File: config.mk
export PLATFORM = sky130hd
export DESIGN_NAME = alu_seq
export DESIGN_NICKNAME = d
export VERILOG_FILES = /design/src/rtl/alu_seq.sv
export SDC_FILE = /design/constraint.sdc
export NUM_CORES = 1
export LEC_CHECK = 0
export ABC_AREA = 1
export BUFFER_PORTS_ARGS = -buffer_cell sky130_fd_sc_hd__buf_4
export CORE_ASPECT_RATIO = 0.5
export CORE_MARGIN = 10
export CORE_UTILIZATION = 50
export DETAILED_ROUTE_END_ITERATION = 16
export PLACE_DENSITY_LB_ADDON = 0.08
export SLEW_MARGIN = 20
export SYNTH_ARGS = -nofsm -noshare
export SYNTH_HDL_FRONTEND = slang
export SYNTH_SLANG_ARGS = --single-unit
File: constraint.sdc
create_clock -name Clock -period 4.8 [get_ports Clock]
set_input_delay 0.96 -clock Clock [delete_from_list [all_inputs] [get_ports Clock]]
set_output_delay 0.96 -clock Clock [all_outputs]
set_load 0.005 [all_outputs]
File: src/rtl/alu_seq.sv
// alu_seq: handshaked ALU; ADD/ADD1/SUB/SUB1/MUL in one cycle, ROOF/FLOOR/MOD via restoring divider.
// Latency: single-cycle ops, illegal ops and divide-by-zero complete at the accept edge; divides take WIDTH+1 edges.
// Backpressure: Start is only sampled while Busy=0; a Start seen while Busy=1 is dropped, not queued.
//
// Ports:
//   Clock, Reset_n       rising-edge clock, asynchronous active-low reset
//   Start, ALUOp         operation request and opcode (1 ADD .. 8 MOD, others illegal)
//   In_1, In_2           operands, captured at accept
//   Busy, Done           divider in progress / one-cycle completion pulse
//   ALUOut, Z, Y, E      registered result, zero, carry/borrow/overflow, error
module alu_seq #(
    parameter int WIDTH = 16
) (
    input  logic             Clock,
    input  logic             Reset_n,
    input  logic             Start,
    input  logic [3:0]       ALUOp,
    input  logic [WIDTH-1:0] In_1,
    input  logic [WIDTH-1:0] In_2,
    output logic             Busy,
    output logic             Done,
    output logic [WIDTH-1:0] ALUOut,
    output logic             Z,
    output logic             Y,
    output logic             E
);

    localparam logic [3:0] OP_ADD   = 4'd1;
    localparam logic [3:0] OP_ADD1  = 4'd2;
    localparam logic [3:0] OP_SUB   = 4'd3;
    localparam logic [3:0] OP_SUB1  = 4'd4;
    localparam logic [3:0] OP_MUL   = 4'd5;
    localparam logic [3:0] OP_ROOF  = 4'd6;
    localparam logic [3:0] OP_FLOOR = 4'd7;
    localparam logic [3:0] OP_MOD   = 4'd8;

    localparam int CW = $clog2(WIDTH);

    typedef enum logic [1:0] {
        IDLE = 2'd0,
        DIV  = 2'd1,
        FIN  = 2'd2
    } state_t;

    state_t state, state_nxt;

    // captured divide operation and divider datapath
    logic [3:0]       op_q;
    logic [WIDTH-1:0] quo;      // dividend shifts out MSB first, quotient shifts in LSB
    logic [WIDTH-1:0] dvs;
    logic [WIDTH:0]   rem;      // partial remainder
    logic [CW-1:0]    cnt;

    logic             done_q;
    logic [WIDTH-1:0] out_q;
    logic             z_q, y_q, e_q;

    // next-state / control from the FSM process
    logic             load, iter, upd;
    logic             done_nxt;
    logic [WIDTH-1:0] out_nxt;
    logic             z_nxt, y_nxt, e_nxt;

    // single-cycle arithmetic, extended by one bit (or WIDTH bits) for carry/borrow/overflow
    logic [WIDTH:0]     sum, inc, diff, dec;
    logic [2*WIDTH-1:0] prod;

    assign sum  = {1'b0, In_1} + {1'b0, In_2};
    assign inc  = {1'b0, In_1} + {{WIDTH{1'b0}}, 1'b1};
    assign diff = {1'b0, In_1} - {1'b0, In_2};
    assign dec  = {1'b0, In_1} - {{WIDTH{1'b0}}, 1'b1};
    assign prod = {{WIDTH{1'b0}}, In_1} * {{WIDTH{1'b0}}, In_2};

    // one restoring step: shift in next dividend bit, trial-subtract, keep if non-negative.
    // The remainder is always below the divisor, so a negative trial shows up in bit WIDTH.
    logic [WIDTH:0] shifted, trial;
    logic           fits, rem_nz;

    assign shifted = {rem[WIDTH-1:0], quo[WIDTH-1]};
    assign trial   = shifted - {1'b0, dvs};
    assign fits    = ~trial[WIDTH];
    assign rem_nz  = |rem;

    always_ff @(posedge Clock or negedge Reset_n) begin
        if (!Reset_n) begin
            state <= IDLE;
        end else begin
            state <= state_nxt;
        end
    end

    always_comb begin
        state_nxt = state;
        load      = 1'b0;
        iter      = 1'b0;
        upd       = 1'b0;
        done_nxt  = 1'b0;
        out_nxt   = out_q;
        z_nxt     = z_q;
        y_nxt     = y_q;
        e_nxt     = e_q;

        case (state)
            IDLE: begin
                if (Start) begin
                    done_nxt = 1'b1;
                    e_nxt    = 1'b0;
                    upd      = 1'b1;
                    case (ALUOp)
                        OP_ADD: begin
                            out_nxt = sum[WIDTH-1:0];
                            y_nxt   = sum[WIDTH];
                        end
                        OP_ADD1: begin
                            out_nxt = inc[WIDTH-1:0];
                            y_nxt   = inc[WIDTH];
                        end
                        OP_SUB: begin
                            out_nxt = diff[WIDTH-1:0];
                            y_nxt   = diff[WIDTH];
                        end
                        OP_SUB1: begin
                            out_nxt = dec[WIDTH-1:0];
                            y_nxt   = dec[WIDTH];
                        end
                        OP_MUL: begin
                            out_nxt = prod[WIDTH-1:0];
                            y_nxt   = |prod[2*WIDTH-1:WIDTH];
                        end
                        OP_ROOF, OP_FLOOR, OP_MOD: begin
                            if (In_2 == '0) begin
                                // divide by zero finishes at once with a saturated result
                                out_nxt = '1;
                                y_nxt   = 1'b0;
                                e_nxt   = 1'b1;
                            end else begin
                                done_nxt  = 1'b0;
                                upd       = 1'b0;
                                e_nxt     = e_q;
                                load      = 1'b1;
                                state_nxt = DIV;
                            end
                        end
                        default: begin
                            // illegal opcode: flag it, leave result/Z/Y untouched
                            upd   = 1'b0;
                            e_nxt = 1'b1;
                        end
                    endcase
                end
            end
            DIV: begin
                iter = 1'b1;
                if (cnt == CW'(WIDTH - 1)) begin
                    state_nxt = FIN;
                end
            end
            FIN: begin
                state_nxt = IDLE;
                done_nxt  = 1'b1;
                upd       = 1'b1;
                y_nxt     = 1'b0;
                e_nxt     = 1'b0;
                case (op_q)
                    OP_FLOOR: out_nxt = quo;
                    OP_MOD:   out_nxt = rem[WIDTH-1:0];
                    default:  out_nxt = quo + {{(WIDTH-1){1'b0}}, rem_nz};
                endcase
            end
            default: begin
                state_nxt = IDLE;
            end
        endcase

        if (upd) begin
            z_nxt = (out_nxt == '0);
        end
    end

    always_ff @(posedge Clock or negedge Reset_n) begin
        if (!Reset_n) begin
            op_q <= '0;
            quo  <= '0;
            dvs  <= '0;
            rem  <= '0;
            cnt  <= '0;
        end else if (load) begin
            op_q <= ALUOp;
            quo  <= In_1;
            dvs  <= In_2;
            rem  <= '0;
            cnt  <= '0;
        end else if (iter) begin
            quo <= {quo[WIDTH-2:0], fits};
            rem <= fits ? trial : shifted;
            cnt <= cnt + CW'(1);
        end
    end

    always_ff @(posedge Clock or negedge Reset_n) begin
        if (!Reset_n) begin
            done_q <= 1'b0;
            out_q  <= '0;
            z_q    <= 1'b0;
            y_q    <= 1'b0;
            e_q    <= 1'b0;
        end else begin
            done_q <= done_nxt;
            out_q  <= out_nxt;
            z_q    <= z_nxt;
            y_q    <= y_nxt;
            e_q    <= e_nxt;
        end
    end

    assign Busy   = (state != IDLE);
    assign Done   = done_q;
    assign ALUOut = out_q;
    assign Z      = z_q;
    assign Y      = y_q;
    assign E      = e_q;

endmodule

### After elaboration in Yosys (flattened, before gate mapping)

Cells that the tools add are included.

| word-level totals | value |
|---|---|
| memory bits (read-only) | 0 |
| memories | 0 |
| bits in latches | 0 |
| bits in writable memories | 0 |
| bits in registers | 79 |

| operators by class | value |
|---|---|
| div/mod/pow operators | 0 |
| bitwise logic cells | 1 |
| mux-type cells | 37 |
| reductions and logical operators | 13 |
| magnitude comparators | 0 |
| $add $sub $neg | 7 |
| shift-type cells | 0 |
| equal/unequal tests | 19 |
| $mul | 1 |

Operators with widths:

| operator | number |
|---|---|
| one-hot mux 16 bit (6 select lines) | 1 |
| two-way mux 16 bit | 4 |
| one-hot mux 16 bit (2 select lines) | 2 |
| two-way mux 17 bit | 3 |
| logical NOT 16 bit | 2 |
| multiplier 16 x 16 -> 32 bit | 1 |
| equality test 4 x 3 -> 1 bit, second input constant | 5 |
| adder 16 x 1 -> 17 bit, second input constant | 1 |
| adder 16 x 16 -> 17 bit | 1 |
| OR reduction 17 bit | 1 |
| subtractor 16 x 1 -> 17 bit, second input constant | 1 |
| subtractor 16 x 16 -> 17 bit | 1 |
| subtractor 17 x 16 -> 17 bit | 1 |
| adder 16 x 1 -> 16 bit | 1 |
| OR reduction 16 bit | 1 |
| two-way mux 1 bit | 13 |
| equality test 4 bit, second input constant | 3 |
| one-hot mux 1 bit (2 select lines) | 6 |
| equality test 4 x 2 -> 1 bit, second input constant | 2 |
| two-way mux 2 bit | 4 |
| two-way mux 4 bit | 2 |
| AND reduction 4 bit | 2 |
| inequality test 7 x 1 -> 1 bit, second input constant | 1 |
| inequality test 2 bit, second input constant | 3 |
| 14 further kinds | 16 |

### Depth between registers and ports, before layout

| depth | value |
|---|---|
| depth in word-level cells | 6 |
| mapped depth | 35 |
| gate-level depth less buffers | 33 |

### Worst setup path after synthesis

No wires, ideal clock.

| timing | value |
|---|---|
| path type | input -> register |
| from | in In_1[12] |
| to | reg y_q, in the netlist Y |
| library setup time | 0.116 ns |
| data arrival time | 6.212 ns |
| cell stages on the path | 29 |
| path slack | -1.529 ns |
| path buffers | 2 |
| data required time | 4.684 ns |
| cell sequence | clkbuf_1 -> buf_1 -> nand2_1 -> fa_1 -> inv_1 -> fa_1 -> inv_1 -> fa_1 -> fa_1 -> fa_1 -> inv_1 -> fa_1 -> ha_1 -> a21oi_1 -> o21ai_0 -> nand2_1 -> nand2_1 -> a21oi_1 -> nand2_1 -> nand2_1 -> nand2_1 -> nor2_1 -> nand2_1 -> nor2_1 -> nand2_1 -> nand2_1 -> nand2_1 -> nand2_1 -> nand2_1 |

| between the ends | value |
|---|---|
| longest elaborated chain between the ends | 5 |

Ends and longest elaborated chain:

| element | line | RTL |
|---|---|---|
| start, declared | 18 | `input logic [WIDTH-1:0] In_1,` |
| multiplier 16 x 16 -> 32 bit | 72 | `assign prod = {{WIDTH{1'b0}}, In_1} * {{WIDTH{1'b0}}, In_2};` |
| OR reduction 16 bit | 128 | `y_nxt = \|prod[2*WIDTH-1:WIDTH];` |
| one-hot mux 1 bit (6 select lines) * | 109 | `case (ALUOp)` |
| two-way mux 1 bit * | 105 | `if (Start) begin` |
| one-hot mux 1 bit (2 select lines) * | 103 | `case (state)` |
| end signal, assigned | 211 | `y_q <= y_nxt;` |
| end, declared | 56 | `logic z_q, y_q, e_q;` |

Every way passes the cells marked *; elsewhere a longest branch is shown, timed or not. The select of a mux whose other input is x is not followed.
A chain may end at the register's enable or synchronous reset.

### Final worst setup path

| timing | value |
|---|---|
| from | in In_2[8] |
| to | reg y_q, in the netlist Y |

| between the ends | value |
|---|---|
| longest elaborated chain between the ends | 5 |

Ends and longest elaborated chain:

| element | line | RTL |
|---|---|---|
| start, declared | 19 | `input logic [WIDTH-1:0] In_2,` |
| multiplier 16 x 16 -> 32 bit | 72 |  |
| OR reduction 16 bit | 128 |  |
| one-hot mux 1 bit (6 select lines) | 109 |  |
| two-way mux 1 bit | 105 |  |
| one-hot mux 1 bit (2 select lines) | 103 |  |

Parallel ways exist; a longest one is shown, timed or not. The select of a mux whose other input is x is not followed.

==> reports/summary.txt <==
Outcome -> finished with violations
Violated checks -> negative setup slack
I/O Buffers -> 59
Proportion of register bits with asynchronous set or reset after synthesis -> 100.0%
Primary FF master, synth -> sky130_fd_sc_hd__dfrtp_1
RSZ-0062 raised after global routing -> yes
Clk buf depth -> 2
Setup crit end kind -> flop
Ports -> 60
Final weighted congestion in routability-driven placement -> 0.9800
Post-synthesis share of cell area spent on and, or, nand and nor gates -> 29.43%
Cell with the most instances after synthesis -> sky130_fd_sc_hd__nand2_1
Source-to-sink clock delay at the later pin of the worst-skew pair -> 340 ps
Number of cell rows -> 48
Largest incremental delay on the critical path -> 610 ps
Most used cell, CP -> sky130_fd_sc_hd__nand2_1
Mux share of post-synthesis cell area -> 0.06500%
Fraction of synthesized cell area in xor and xnor cells -> 1.112%
Kind of cell adding the most delay to the critical path -> adder cells
Total number of H-tree levels -> 3
Critical register-to-register path endpoint -> rem[15]
Top cells by area in the synthesized netlist -> sky130_fd_sc_hd__fa_1, sky130_fd_sc_hd__nand2_1, sky130_fd_sc_hd__inv_1
Global-route congestion overflow total -> 0
Grt met2 use -> 43.73%
Floorplan die width -> 283.3 um
Min-Delay Startpoint -> Y
Crit-path slowest cell -> sky130_fd_sc_hd__fa_2
Count of inserted antenna diode cells -> 0
Area of the die -> 0.04295 mm2
HPWL after detailed placement -> 47950 um
Depth of the critical timing path with buffers and inverters included -> 29
Buffer cell driving the clock tree root -> sky130_fd_sc_hd__clkbuf_16
Syn_nets -> 2999
FF-to-FF Start -> quo[15]
Endpoints failing hold -> 0
Max-slew violation count -> 0
Largest family of logic cells by synthesized area -> adder cells
Cell taking the most area after synthesis -> sky130_fd_sc_hd__fa_1
Compound-Gate Fraction of Synth Area -> 9.186%
Grt met1 use -> 37.97%
Hold-fix buffer count after cts -> 0
Cell count of the worst reg-to-reg path -> 21
Drt initial violations -> 1605
Fin crit share -> 125.7%
Antenna violations before repair -> 1
Total routing resource utilization after global routing -> 26.87%
Synthesis-to-finish area growth -> 22.37%
Nets -> 3200
FMAX -> 0.1658 GHz
Number of distinct standard cells referenced by the synthesized netlist -> 47
Maximum number of pins on one net before global-route repair -> 80
Mapped Avg Cell Area -> 6.651 um2
# DRC -> 0
Number of flops mapped to enable cells by yosys -> 0
Worst hold path cell count -> 2
Launching element type of the critical path -> input port
Effective utilization at floorplan -> 50.43%
Yosys warning total -> 0
Area share of the leading cell type in the synthesized netlist -> 22.76%
Required time at the worst-slack endpoint -> 5030 ps
Class of the tightest hold or removal check -> flop to flop
Post-synthesis cell count -> 2605
Via density per instance -> 5.272
Most numerous cell types in the synthesized netlist -> sky130_fd_sc_hd__nand2_1, sky130_fd_sc_hd__inv_1, sky130_fd_sc_hd__fa_1
Flop and latch count out of synthesis -> 79
Data arrival, critical path -> 6270 ps
Setup violations, final -> 12
Proportion of layout cells with a drive suffix above 1 -> 18.85%
Routed wire length -> 57750 um
Worst setup slack after layout -> -1233 ps
Total buffers and inverters traversed by the critical path -> 7
Core region area -> 0.03435 mm2
Sequential cell area fraction in the yosys report -> 11.41%
Cell area after synthesis -> 0.01733 mm2
Hold Crit Endpoint -> Y
Maximum fanout along the worst path -> 8
Antenna violation net count after detailed routing -> 0
Average routed wire per standard cell -> 17.57 um
Worst-Margin Slew -> 951.1 ps
Number of global-route vias before repair -> 16970
Layer carrying the most global-route usage -> met2
Total via count in the routed design -> 17320
Maximum clock skew at final layout -> 8.729 ps
Worst hold slack -> 489.8 ps
Wire length of the first global-routing pass -> 92540 um
Adder-cell share of the synthesized area -> 34.17%
Minimum clock period -> 6033 ps
Number of buffers added by the clock tree synthesis step -> 9
Clock tree from TritonCTS -> done
Die height -> 151.6 um
Worst reg-to-reg setup slack -> 780 ps
CTS clock-pin slew for the worst setup and hold paths -> 60 ps
Max-cap viol count -> 0
Count of TritonRoute iterations in the first routing pass -> 8
Worst Path Class, Setup -> input port to flop
Headroom to the max-slew limit -> 36.36%
Met3 GRT Util -> 3.201%
Sink count of the clock tree -> 79
==> worst reg2reg max path: cells and delay by family (launching register included) <==
kind            cells  cell delay [ps]
compound gates     11             1920
fa+ha+maj           3              890
simple gates        2              200
buf+inv             5              530
flops               1              380
==> routing by layer <==
layer / part of all wire (%) / routed length, um
met1: 47 / 27000
met2: 45 / 25720
met3: 6.7 / 3870
met4: 2.0 / 1161
met5: 0 / 0
==> layout by cell type, fill, tap and decap left out, drive strengths merged, types with 11 or more instances in the layout <==
master,Yosys,final
nand2,746,746
inv,547,547
buf,57,292
fa,197,197
nor2,197,197
nand3,178,178
ha,158,158
a21oi,106,106
o21ai,98,98
dfrtp,79,79
nand4,35,35
nor3,34,34
o221ai,18,18
xor2,17,17
o211ai,14,14
o21bai,11,11
clkbuf,46,11
==> final cells by class <==
type	instances	area, um2
Clock inverter	5	35.03
Sequential cell	79	1977
Fill cell	3232	13150
Tap cell	475	594.3
Multi-Input combinational cell	1875	13710
Inverter	548	2064
Timing Repair Buffer	293	2586
Clock buffer	11	232.7
==> repair_timing <==
| action | CTS | global route |
|---|---|---|
| gates cloned | 2 | 0 |
| endpoints found under the setup margin | 12 | 12 |
| pin swaps | 43 | 33 |
| setup buffers | 17 | 7 |
| gates resized for setup | 127 | 67 |
==> through the flow <==
step                area, um2  setup TNS [ps]  util [%]  setup WS [ps]  std cells
finish                  21200          -10220     61.72          -1233       3286
global route            21200          -12370     61.72          -1459       3286
CTS                     20920           -9933     60.89          -1196       3280
detailed placement      19990          -15980     58.20          -1775       3246
global placement        19990          -16200     58.20          -1869       3246
floorplan               18190           -6146         -         -994.2       2605
==> logic make-up after synthesis <==
group                      after synthesis
adders and majority gates              355
AOI/OAI and AO/OA                      275
muxes                                    1
xor gates and xnor gates                22
and+or+nand+nor                       1222
DFF                                     79
buffers and inverters                  651
==> worst max-delay path by stage <==
stage               startpoint  end
finish                 In_2[8]    Y
global route           In_2[8]    Y
CTS                    In_2[8]    Y
detailed placement     In_2[8]    Y
global placement       In_2[8]    Y
floorplan             In_1[12]    Y
==> flip-flops by register name, indices dropped and copies added (netlist names) <==
name	flops
Y	1
cnt	4
Z	1
quo	16
op_q	4
Done	1
state	2
ALUOut	16
E	1
rem	17
dvs	16
Power is left out: the tool's default activity adds up to more than one toggle a clock period on the data nets, which glitch-free logic cannot reach.
